`src/rtl/vmem_access_ctrl_pkg.sv`:
```
`default_nettype none
// ============================================================================
//  Module  : vmem_access_ctrl_pkg
//  Brief   : Shared types for the vector-memory access controller: vector and
//            mask words, memory opcodes, controller state encoding and the
//            load-response record.
//  Revision: 1.0  initial release
// ============================================================================
package vmem_access_ctrl_pkg;

    localparam int VEC_LANES  = 8;
    localparam int LANE_W     = 8;
    localparam int VEC_WIDTH  = VEC_LANES * LANE_W;
    localparam int VMEM_TAG_W = 4;

    typedef logic [VEC_WIDTH-1:0] Vector_t;
    typedef logic [VEC_LANES-1:0] Mask_t;

    typedef enum logic {
        MEM_LOAD  = 1'b0,
        MEM_STORE = 1'b1
    } MemOp_t;

    // Controller state; encoded as plain constants for legacy tooling
    typedef logic [1:0] VmemState_t;
    localparam logic [1:0] c_ST_RUN      = 2'd0;
    localparam logic [1:0] c_ST_CLR_WAIT = 2'd1;
    localparam logic [1:0] c_ST_CLEAR    = 2'd2;

    typedef struct packed {
        Vector_t                 d0;
        Vector_t                 d1;
        logic [VMEM_TAG_W-1:0]   tag;
    } VmemRsp_t;

endpackage
`default_nettype wire

```
`src/rtl/vmem_access_ctrl_if.sv`:
```
`default_nettype none
// ============================================================================
//  Module  : vmem_access_ctrl_if
//  Brief   : Request / tagged-response channel between the vector pipe
//            (master) and the vector-memory access controller (slave).
//  Revision: 1.0  initial release
// ============================================================================
interface vmem_access_ctrl_if
    import vmem_access_ctrl_pkg::*;
#(
    parameter int SIZE_L = 11,
    parameter int TAG_W  = 4
);
    logic               req_valid;
    logic               req_ready;
    MemOp_t             req_op;
    logic [SIZE_L-1:0]  req_addr_a;
    logic [SIZE_L-1:0]  req_addr_b;
    Vector_t            req_data;
    Mask_t              req_strb;
    logic [TAG_W-1:0]   req_tag;

    logic               rsp_valid;
    logic               rsp_ready;
    Vector_t            rsp_d0;
    Vector_t            rsp_d1;
    logic [TAG_W-1:0]   rsp_tag;

    modport master (
        output req_valid, req_op, req_addr_a, req_addr_b, req_data, req_strb, req_tag,
        input  req_ready,
        input  rsp_valid, rsp_d0, rsp_d1, rsp_tag,
        output rsp_ready
    );

    modport slave (
        input  req_valid, req_op, req_addr_a, req_addr_b, req_data, req_strb, req_tag,
        output req_ready,
        output rsp_valid, rsp_d0, rsp_d1, rsp_tag,
        input  rsp_ready
    );
endinterface
`default_nettype wire

```
`src/rtl/vmem_access_ctrl_rsp_fifo.sv`:
```
`default_nettype none
// ============================================================================
//  Module  : vmem_rsp_fifo
//  Brief   : Small in-order FIFO of load responses with occupancy count.
//            Caller guarantees no push when full and no pop when empty.
//  Revision: 1.0  initial release
// ============================================================================
module vmem_rsp_fifo
    import vmem_access_ctrl_pkg::*;
#(
    parameter int DEPTH = 2,
    parameter int CNT_W = $clog2(DEPTH + 1)
)(
    input  logic              clk,
    input  logic              rst,
    input  logic              i_push,
    input  VmemRsp_t          i_push_data,
    input  logic              i_pop,
    output VmemRsp_t          o_pop_data,
    output logic              o_empty,
    output logic [CNT_W-1:0]  o_count
);
    localparam int PTR_W = (DEPTH > 1) ? $clog2(DEPTH) : 1;
    localparam logic [PTR_W-1:0] c_PTR_LAST = PTR_W'(DEPTH - 1);

    VmemRsp_t           r_mem [DEPTH];
    logic [PTR_W-1:0]   r_wr_ptr;
    logic [PTR_W-1:0]   r_rd_ptr;
    logic [CNT_W-1:0]   r_count;

    // Storage write; contents need no reset since the count gates visibility
    always_ff @(posedge clk) begin
        if (i_push) begin
            r_mem[r_wr_ptr] <= i_push_data;
        end
    end

    // Pointer and occupancy bookkeeping
    always_ff @(posedge clk) begin
        if (rst) begin
            r_wr_ptr <= '0;
            r_rd_ptr <= '0;
            r_count  <= '0;
        end else begin
            if (i_push) begin
                r_wr_ptr <= (r_wr_ptr == c_PTR_LAST) ? '0 : r_wr_ptr + PTR_W'(1);
            end
            if (i_pop) begin
                r_rd_ptr <= (r_rd_ptr == c_PTR_LAST) ? '0 : r_rd_ptr + PTR_W'(1);
            end
            if (i_push && !i_pop) begin
                r_count <= r_count + CNT_W'(1);
            end else if (!i_push && i_pop) begin
                r_count <= r_count - CNT_W'(1);
            end
        end
    end

    assign o_pop_data = r_mem[r_rd_ptr];
    assign o_empty    = (r_count == '0);
    assign o_count    = r_count;
endmodule
`default_nettype wire

```
`src/rtl/vmem_access_ctrl.sv`:
```
`default_nettype none
// ============================================================================
//  Module  : vmem_access_ctrl
//  Brief   : Request-side controller for the dual-read / single-write vector
//            RAM. Issues loads and strobed stores, returns load data in order
//            through a tagged response FIFO, and owns a full-RAM clear sweep.
//  Config  : VMEM_RESET_CLEAR_EN - when defined, reset starts a clear sweep.
//  Revision: 1.0  initial release
// ============================================================================
module vmem_access_ctrl
    import vmem_access_ctrl_pkg::*;
#(
    parameter int SIZE      = 2048,
    parameter int SIZE_L    = $clog2(SIZE),
    parameter int TAG_W     = 4,
    parameter int RSP_DEPTH = 2
)(
    input  logic               clk,
    input  logic               rst,
    vmem_access_ctrl_if.slave  bus,
    input  logic               clr_req,
    output logic               clr_busy,
    output logic               clr_done,
    output logic [SIZE_L-1:0]  ram_addr0,
    output logic [SIZE_L-1:0]  ram_addr1,
    output logic [SIZE_L-1:0]  ram_waddr,
    output Vector_t            ram_din,
    output Mask_t              ram_strb,
    output logic               ram_wen,
    input  Vector_t            ram_d0,
    input  Vector_t            ram_d1
);
    localparam int CNT_W = $clog2(RSP_DEPTH + 1);
    localparam logic [SIZE_L-1:0] c_PTR_LAST = SIZE_L'(SIZE - 1);

    // The response record carries a fixed-width tag field
    if (TAG_W != VMEM_TAG_W) begin : g_tag_chk
        $error("TAG_W must equal VMEM_TAG_W");
    end

    VmemState_t         r_state;
    logic [SIZE_L-1:0]  r_ptr;
    logic               r_inflight;
    logic [TAG_W-1:0]   r_tag;
    logic [SIZE_L-1:0]  r_addr0;
    logic [SIZE_L-1:0]  r_addr1;

    logic [CNT_W-1:0]   w_fifo_count;
    logic               w_fifo_empty;
    logic               w_pop;
    logic               w_run_ok;
    logic               w_load_ok;
    logic               w_ld_acc;
    logic               w_st_acc;
    VmemRsp_t           w_push_data;
    VmemRsp_t           w_pop_data;

    // A load may only go out if its response is guaranteed a FIFO slot;
    // a pop this cycle is not credited until the count updates.
    assign w_run_ok  = !rst && (r_state == c_ST_RUN) && !clr_req;
    assign w_load_ok = w_run_ok &&
                       (({1'b0, w_fifo_count} + {{CNT_W{1'b0}}, r_inflight})
                        < (CNT_W + 1)'(RSP_DEPTH));
    assign bus.req_ready = (bus.req_op == MEM_STORE) ? w_run_ok : w_load_ok;
    assign w_ld_acc  = bus.req_valid && bus.req_ready && (bus.req_op == MEM_LOAD);
    assign w_st_acc  = bus.req_valid && bus.req_ready && (bus.req_op == MEM_STORE);

    // Controller state and clear-sweep pointer
    always_ff @(posedge clk) begin
        if (rst) begin
`ifdef VMEM_RESET_CLEAR_EN
            r_state <= c_ST_CLEAR;
`else
            r_state <= c_ST_RUN;
`endif
            r_ptr   <= '0;
        end else begin
            case (r_state)
                c_ST_RUN: begin
                    if (clr_req) begin
                        r_state <= c_ST_CLR_WAIT;
                    end
                end
                c_ST_CLR_WAIT: begin
                    if (!r_inflight && w_fifo_empty) begin
                        r_state <= c_ST_CLEAR;
                        r_ptr   <= '0;
                    end
                end
                c_ST_CLEAR: begin
                    r_ptr <= r_ptr + SIZE_L'(1);
                    if (r_ptr == c_PTR_LAST) begin
                        r_state <= c_ST_RUN;
                    end
                end
                default: r_state <= c_ST_RUN;
            endcase
        end
    end

    // Track the load whose RAM data arrives next cycle, and hold read addresses
    always_ff @(posedge clk) begin
        if (rst) begin
            r_inflight <= 1'b0;
            r_tag      <= '0;
            r_addr0    <= '0;
            r_addr1    <= '0;
        end else begin
            r_inflight <= w_ld_acc;
            if (w_ld_acc) begin
                r_tag   <= bus.req_tag;
                r_addr0 <= bus.req_addr_a;
                r_addr1 <= bus.req_addr_b;
            end
        end
    end

    assign ram_addr0 = w_ld_acc ? bus.req_addr_a : r_addr0;
    assign ram_addr1 = w_ld_acc ? bus.req_addr_b : r_addr1;

    // Write port: the sweep owns it while clearing, otherwise accepted stores
    always_comb begin
        ram_wen   = 1'b0;
        ram_waddr = bus.req_addr_a;
        ram_din   = bus.req_data;
        ram_strb  = bus.req_strb;
        if (r_state == c_ST_CLEAR) begin
            ram_wen   = !rst;
            ram_waddr = r_ptr;
            ram_din   = '0;
            ram_strb  = '1;
        end else if (w_st_acc) begin
            ram_wen   = 1'b1;
        end
    end

    assign clr_busy = (r_state != c_ST_RUN);
    assign clr_done = (r_state == c_ST_CLEAR) && (r_ptr == c_PTR_LAST);

    assign w_push_data = '{d0: ram_d0, d1: ram_d1, tag: r_tag};
    assign w_pop       = bus.rsp_valid && bus.rsp_ready;

    vmem_rsp_fifo #(
        .DEPTH (RSP_DEPTH),
        .CNT_W (CNT_W)
    ) u_rsp_fifo (
        .clk         (clk),
        .rst         (rst),
        .i_push      (r_inflight),
        .i_push_data (w_push_data),
        .i_pop       (w_pop),
        .o_pop_data  (w_pop_data),
        .o_empty     (w_fifo_empty),
        .o_count     (w_fifo_count)
    );

    assign bus.rsp_valid = !w_fifo_empty;
    assign bus.rsp_d0    = w_pop_data.d0;
    assign bus.rsp_d1    = w_pop_data.d1;
    assign bus.rsp_tag   = w_pop_data.tag;
endmodule
`default_nettype wire
```
`src/flat_wrapper.sv`:
```
// flat-port wrapper written by rule: the top's interface ports become plain ports
module vmem_access_ctrl_flat import vmem_access_ctrl_pkg::*;
#(
    parameter int SIZE      = 2048,
    parameter int SIZE_L    = $clog2(SIZE),
    parameter int TAG_W     = 4,
    parameter int RSP_DEPTH = 2
)
  (clk, rst, clr_req, clr_busy, clr_done, ram_addr0, ram_addr1, ram_waddr, ram_din, ram_strb, ram_wen, ram_d0, ram_d1, bus_req_valid, bus_req_op, bus_req_addr_a, bus_req_addr_b, bus_req_data, bus_req_strb, bus_req_tag, bus_req_ready, bus_rsp_valid, bus_rsp_d0, bus_rsp_d1, bus_rsp_tag, bus_rsp_ready);
  vmem_access_ctrl_if #(.SIZE_L(SIZE_L), .TAG_W(TAG_W)) bus_i ();
  input  logic clk;
  input  logic rst;
  input  logic clr_req;
  output logic clr_busy;
  output logic clr_done;
  output logic [SIZE_L-1:0] ram_addr0;
  output logic [SIZE_L-1:0] ram_addr1;
  output logic [SIZE_L-1:0] ram_waddr;
  output Vector_t ram_din;
  output Mask_t ram_strb;
  output logic ram_wen;
  input  Vector_t ram_d0;
  input  Vector_t ram_d1;
  input wire logic [$bits(bus_i.req_valid)-1:0] bus_req_valid;
  input wire logic [$bits(bus_i.req_op)-1:0] bus_req_op;
  input wire logic [$bits(bus_i.req_addr_a)-1:0] bus_req_addr_a;
  input wire logic [$bits(bus_i.req_addr_b)-1:0] bus_req_addr_b;
  input wire logic [$bits(bus_i.req_data)-1:0] bus_req_data;
  input wire logic [$bits(bus_i.req_strb)-1:0] bus_req_strb;
  input wire logic [$bits(bus_i.req_tag)-1:0] bus_req_tag;
  output wire logic [$bits(bus_i.req_ready)-1:0] bus_req_ready;
  output wire logic [$bits(bus_i.rsp_valid)-1:0] bus_rsp_valid;
  output wire logic [$bits(bus_i.rsp_d0)-1:0] bus_rsp_d0;
  output wire logic [$bits(bus_i.rsp_d1)-1:0] bus_rsp_d1;
  output wire logic [$bits(bus_i.rsp_tag)-1:0] bus_rsp_tag;
  input wire logic [$bits(bus_i.rsp_ready)-1:0] bus_rsp_ready;
  assign bus_i.req_valid = bus_req_valid;
  assign bus_i.req_op = bus_req_op;
  assign bus_i.req_addr_a = bus_req_addr_a;
  assign bus_i.req_addr_b = bus_req_addr_b;
  assign bus_i.req_data = bus_req_data;
  assign bus_i.req_strb = bus_req_strb;
  assign bus_i.req_tag = bus_req_tag;
  assign bus_req_ready = bus_i.req_ready;
  assign bus_rsp_valid = bus_i.rsp_valid;
  assign bus_rsp_d0 = bus_i.rsp_d0;
  assign bus_rsp_d1 = bus_i.rsp_d1;
  assign bus_rsp_tag = bus_i.rsp_tag;
  assign bus_i.rsp_ready = bus_rsp_ready;
  vmem_access_ctrl #(.SIZE(SIZE), .SIZE_L(SIZE_L), .TAG_W(TAG_W), .RSP_DEPTH(RSP_DEPTH)) u_core (.clk(clk), .rst(rst), .bus(bus_i), .clr_req(clr_req), .clr_busy(clr_busy), .clr_done(clr_done), .ram_addr0(ram_addr0), .ram_addr1(ram_addr1), .ram_waddr(ram_waddr), .ram_din(ram_din), .ram_strb(ram_strb), .ram_wen(ram_wen), .ram_d0(ram_d0), .ram_d1(ram_d1));
endmodule
```
`config.mk`:
```
export PLATFORM = sky130hd
export DESIGN_NAME = vmem_access_ctrl_flat
export DESIGN_NICKNAME = d
export VERILOG_FILES = /design/src/rtl/vmem_access_ctrl_pkg.sv /design/src/rtl/vmem_access_ctrl_if.sv /design/src/rtl/vmem_access_ctrl_rsp_fifo.sv /design/src/rtl/vmem_access_ctrl.sv /design/src/flat_wrapper.sv
export SDC_FILE = /design/constraint.sdc
export NUM_CORES = 1
export LEC_CHECK = 0
export ABC_AREA = 1
export BUFFER_PORTS_ARGS = -buffer_cell sky130_fd_sc_hd__buf_2
export CORE_AREA = 2 2 187 189
export DETAILED_ROUTE_END_ITERATION = 10
export DIE_AREA = 0 0 189 191
export GPL_TIMING_DRIVEN = 0
export PLACE_DENSITY = 0.61
export RECOVER_POWER = 50
export SLEW_MARGIN = 20
export SYNTH_ARGS = -nofsm -noshare
export SYNTH_HDL_FRONTEND = slang
export SYNTH_SLANG_ARGS = --single-unit
```
`constraint.sdc`:
```
create_clock -name clk -period 18.38 [get_ports clk]
set_input_delay 0.919 -clock clk [delete_from_list [all_inputs] [get_ports clk]]
set_output_delay 0.919 -clock clk [all_outputs]
set_load 0.02 [all_outputs]
```
# After elaboration in Yosys (flattened, before gate mapping)
# Memory sizes are Yosys's and may differ from the RTL's. A register that Yosys moved wholly into a read port is not among the register bits.
# Index checks and enable logic that the tools add are counted.
[totals]
ff_bits = 44
mem_bits_rw = 264
inputBits = 232
out_inout_bits = 242
elab_cells = 69
memories = 1
[classes]
add_sub_neg = 6
order_cmp = 1
n_eq_ne = 6
n_mux = 22
bitwise_logic = 1
n_reduce_logical = 23
[memory_table]
columns = ["memory", "depth", "width", "rd", "rd_clocked_by_memory_dff", "wr", "line_no", "rtl"]
rows = [
  ["u_core.u_rsp_fifo.r_mem", 2, 132, 1, 1, 1, "vmem_access_ctrl_rsp_fifo.sv:26", "VmemRsp_t r_mem [DEPTH];"],
]
[op_table]
columns = ["cell", "n"]
rows = [
  ["64-bit two-way mux", 1],
  ["11-bit two-way mux", 4],
  ["11-bit case mux with 2 select lines", 1],
  ["11-bit by 1-bit adder with 11-bit output, second input constant", 1],
  ["11-bit == test, second input constant", 1],
  ["1-bit logical AND", 11],
  ["2-bit two-way mux", 5],
  ["1-bit two-way mux", 9],
  ["8-bit two-way mux", 1],
  ["2-bit case mux with 3 select lines", 1],
  ["2-bit nonzero test", 3],
  ["1-bit logical NOT", 5],
  ["2-bit logical NOT", 2],
  ["2-bit by 1-bit inequality test with 1-bit output, second input constant", 2],
  ["2-bit by 1-bit adder with 3-bit output", 1],
  ["3-bit by 2-bit < comparator with 1-bit output, second input constant", 1],
  ["3-bit AND reduction", 1],
  ["1-bit adder, second input constant", 2],
  ["2-bit by 1-bit adder with 2-bit output, second input constant", 1],
  ["2-bit by 1-bit == test with 1-bit output, second input constant", 1],
  ["2-bit == test, second input constant", 1],
  ["2-bit inequality test, second input constant", 1],
  ["2-bit AND reduction", 1],
  ["2-bit by 1-bit subtractor with 2-bit output, second input constant", 1],
  ["1-bit inverter", 1],
]

# Depth between registers and ports, before layout
[depth]
word_depth = 9
ltp_mapped = 9
mapped_depth_nobuf = 9

# By module
# From an unflattened synthesis, not the netlist that was laid out.
[hier_totals]
hier_cells = 940
area_unflattened_um2 = 12836.1
[modules_own_cells]
columns = ["module", "instances", "cells_per_inst", "area_per_inst_um2", "seq_area_each_um2"]
rows = [
  ["vmem_rsp_fifo", 1, 443, 10078.4, 8027.7],
  ["vmem_access_ctrl", 1, 497, 2757.6, 800.8],
]

# Least setup slack after synthesis
# OpenSTA, ideal clock, no wires.
[synth_path]
path_type = "reg-to-reg"
from = "register u_core.r_inflight"
to = "memory u_core.u_rsp_fifo.r_mem[0][0] (netlist bit) (enable)"
setup_time_ns = 0.626
t_arrival_ns = 5.935
required_time_ns = 17.754
slack_ns = 11.820
stages_incl_launch_ff = 3
path_buffers = 0
synth_period_minus_slack_ns = 6.560
cell_sequence = "dfxtp_1 > inv_1 > nor2_1"
[synth_between]
elab_chain_cells = 2
[synth_rtl]
columns = ["element", "line_no", "rtl"]
rows = [
  ["from (decl)", "vmem_access_ctrl.sv:43", "logic r_inflight;"],
  ["from (signal assigned)", "vmem_access_ctrl.sv:109", "r_inflight <= w_ld_acc;"],
  ["1-bit two-way mux", "vmem_access_ctrl_rsp_fifo.sv:33", "if (i_push) begin"],
  ["1-bit two-way mux (not written as such)", "vmem_access_ctrl_rsp_fifo.sv:34", "r_mem[r_wr_ptr] <= i_push_data;"],
  ["to (decl)", "vmem_access_ctrl_rsp_fifo.sv:26", ""],
]
# No other way between the ends.

# Worst setup path after layout
[layout_path]
from = "register u_core.r_inflight"
to = "memory u_core.u_rsp_fifo.r_mem[1][107] (netlist bit) (enable)"
# Same word-level chain as after synthesis.

==> flow_metrics.env <==
export IMPL_status="finished with violations"
export IMPL_violations="max-capacitance violations, max-slew violations"
export IMPL_worst_slack_ns=14.38
export IMPL_crit_path_max_fanout=74
export IMPL_postRouteAntennaNets=0
export IMPL_required_ns=18.57
export IMPL_via_per_inst=4.51
export IMPL_drt_initial_drc_count=360
export IMPL_grt_overflow=0
export IMPL_firstDrtPassIters=4
export IMPL_hold_end="u_core.u_rsp_fifo.r_mem[0][1]$_DFFE_PP_"
export IMPL_drc=0
export IMPL_timing_rr_start="u_core.r_inflight$_SDFF_PP0_"
export IMPL_totalWireLength_mm=33.6
export IMPL_clk_path_buf_depth=3
export IMPL_drive_gt1_share_pct=38.2
export IMPL_synth_cell_types=30
export IMPL_crit_arrival_ns=4.19
export IMPL_period_minus_slack_ns=4.00
export IMPL_pre_cts_ws_ns=15.39
export IMPL_holdCritPathClass="reg -> reg"
export IMPL_cts_buffers=34
export IMPL_clk_pin_slew_worst_paths_ns=0.06
export IMPL_fmaxAchievable_mhz=250
export IMPL_ios=474
export IMPL_min_period_over_period_pct=21.8
export IMPL_crit_type="reg -> reg"
export IMPL_synth_area_top_cells="edfxtp_1 (63%), mux2_1 (7.4%), dfxtp_1 (7.2%), inv_1 (4.6%), mux2_2 (4.5%)"
export IMPL_syn_nets=1171
export IMPL_die_area_um2=36100
export IMPL_syn_avg_cell_area_um2=13.3
export IMPL_whs_path_depth=0
export IMPL_design_area_um2=16500
export IMPL_synth_edf_count=264
export IMPL_cts_root_buf="clkbuf_16"
export IMPL_design_core_area_um2=34100
export IMPL_place_gp_congestion=0.889
export IMPL_cts_max_level=2
export IMPL_end_kind="flip-flop"
export IMPL_fin_hold_ws_ns=0.451
export IMPL_fp_dieW_um=189
export IMPL_dieHeight_um=191
export IMPL_initial_utilization_pct=36.6
export IMPL_rows=68
export IMPL_nFillCells=3159
export IMPL_cap_viol_max_count=3
export IMPL_syn_to_final_growth_pct=32.3
export IMPL_leakage_nw=7.14
export IMPL_powerDensity_nw_per_um2=115
export IMPL_max_slew_margin_pct=-99.9
export IMPL_grt_pass1_vias=8587
export IMPL_cts_hold_fix_buffers=0
export IMPL_layout_cells_non_filler=1933
export IMPL_drv_slew=86
export IMPL_fin_tns_setup_ns=0
export IMPL_rsz0062_at_grt="false"
export IMPL_yosys_area_top_type="edfxtp_1"
export IMPL_reg2regPathDepth=3
export IMPL_synth_most_common_cell="edfxtp_1"
export IMPL_antenna_found_initial=4
export IMPL_dp_cells=1871
export IMPL_placed_area_um2=15600
export IMPL_power_mw=1.90
export IMPL_synth_ff_type="edfxtp_1"
export IMPL_finClkSkew_ns=0.00961
export IMPL_async_flop_share_pct=0
export IMPL_grt_pass1_wl_mm=49.2
export IMPL_netlist_area_um2=12500
export IMPL_vias=8726
export IMPL_antenna_cells=0
export IMPL_synth_top_area_share_pct=63.4
export IMPL_holdCritStartpoint="u_core.r_tag[1]$_SDFFE_PP0P_"
export IMPL_synthCells=937
export IMPL_grt_start_max_net_pins=75
export IMPL_dp_hpwl_mm=25.3
export IMPL_port_buffers=472
export IMPL_yosysSeqAreaShare_pct=70.6
export IMPL_post_route_util_pct=48.5
export IMPL_reg2reg_slack_ns=14.38
export IMPL_yosys_warnings=0
export IMPL_cts_num_sinks=309
export IMPL_post_cts_buffers=0
export IMPL_hold_viol=0
export IMPL_cts_tree="done"
export IMPL_worstSkewPairLatency_ns=0.51
export IMPL_worst_pin_slew_ns=2.98
export IMPL_setup_viol=0
export IMPL_vdd_ir_drop_max_mv=0.0595
export IMPL_post_drt_wl_per_cell_um=17.4
export IMPL_r2r_end="u_core.u_rsp_fifo.r_mem[1][107]$_DFFE_PP_"
export IMPL_startpoint_type="flip-flop"
export IMPL_post_cts_resized=0
export IMPL_fin_nets=1686
export IMPL_ys_top_cells_by_count="edfxtp_1 (264), inv_1 (153), nor2_1 (108), nand2_1 (98), mux2_1 (82)"
export IMPL_grtUsageTotal_pct=18.0
export IMPL_synth_seq_cells=309
layer usage:
| metal | global-route usage, % | wire [µm] | up-vias |
|---|---|---|---|
| li1 | - | - | 4198 |
| met1 | 20.1 | 12600 | 4091 |
| met2 | 31.9 | 16700 | 365 |
| met3 | 5.25 | 2800 | 64 |
| met4 | 8.05 | 1370 | 8 |
| met5 | 0 | 46 | - |
worst max-delay path, stage by stage, from the launching register on:
cell,delay (ns)
dfxtp_1,0.34
nand2_1,0.09
clkinvlp_2,2.20
buf_16,0.96
power breakdown:
part           switching [mW]  internal, mW
Clock                   0.269         0.398
Sequential            0.00595         0.780
Combinational           0.285         0.160
registers in the layout (all words and copies together), names as in the netlist, 2 cells and up, named ones only:
name                       cells
u_core.u_rsp_fifo.r_mem      264
u_core.r_addr0                11
u_core.r_ptr                  11
u_core.r_tag                   4
u_core.r_state                 2
u_core.u_rsp_fifo.o_count      2
u_core.r_addr1                11
cell families (layout without fill, tap and decap cells):
| family | after synthesis | count (layout) | synth area share, % |
|---|---|---|---|
| muxes | 132 | 132 | 11.9 |
| and+or+nand+nor | 255 | 255 | 8.84 |
| adders and majority gates | 2 | 2 | 0.200 |
| buffers and inverters | 200 | 741 | 6.78 |
| DFF | 309 | 309 | 70.6 |
| AOI/OAI and AO/OA | 38 | 38 | 1.61 |
| xor gates and xnor gates | 1 | 1 | 0.0701 |
worst max path at each step:
stage,start,end,slack [ns],depth (start not counted)
floorplan,u_core.r_inflight$_SDFF_PP0_,u_core.u_rsp_fifo.r_mem[0][0]$_DFFE_PP_,11.82,2
global placement,u_core.r_inflight$_SDFF_PP0_,u_core.u_rsp_fifo.r_mem[0][115]$_DFFE_PP_,8.08,2
detailed placement,clr_req,ram_addr0[2],15.39,9
CTS,u_core.r_state[0]$_SDFFE_PP0P_,ram_din[32],15.00,7
global route,u_core.r_inflight$_SDFF_PP0_,u_core.u_rsp_fifo.r_mem[1][107]$_DFFE_PP_,13.89,3
finish,u_core.r_inflight$_SDFF_PP0_,u_core.u_rsp_fifo.r_mem[1][107]$_DFFE_PP_,14.38,3
cells in the final DEF, fill, tap and decap left out, types with 9 or more instances in the layout:
cell type  count
a21oi_1       16
buf_2        439
clkbuf_1      63
clkbuf_16     34
clkinv_1       9
dfxtp_1       45
edfxtp_1     264
inv_1        153
mux2_1        82
mux2_2        50
nand2_1      100
nand4_1       23
nor2_1       111
o21ai_0       11
o21ai_1       10
cell type report:
| class | instances | area [µm²] | area share (%) |
|---|---|---|---|
| inverters | 161 | 607 | 3.67 |
| repair buffers | 479 | 2430 | 14.7 |
| flip-flops and latches | 309 | 8830 | 53.4 |
| clock inverters | 23 | 226 | 1.37 |
| clock buffers | 39 | 870 | 5.26 |
| multi-input cells | 428 | 2790 | 16.9 |
| plain buffers | 39 | 219 | 1.32 |
| well taps | 455 | 569 | 3.44 |
Note: power is estimated with default switching activity, not from simulation.
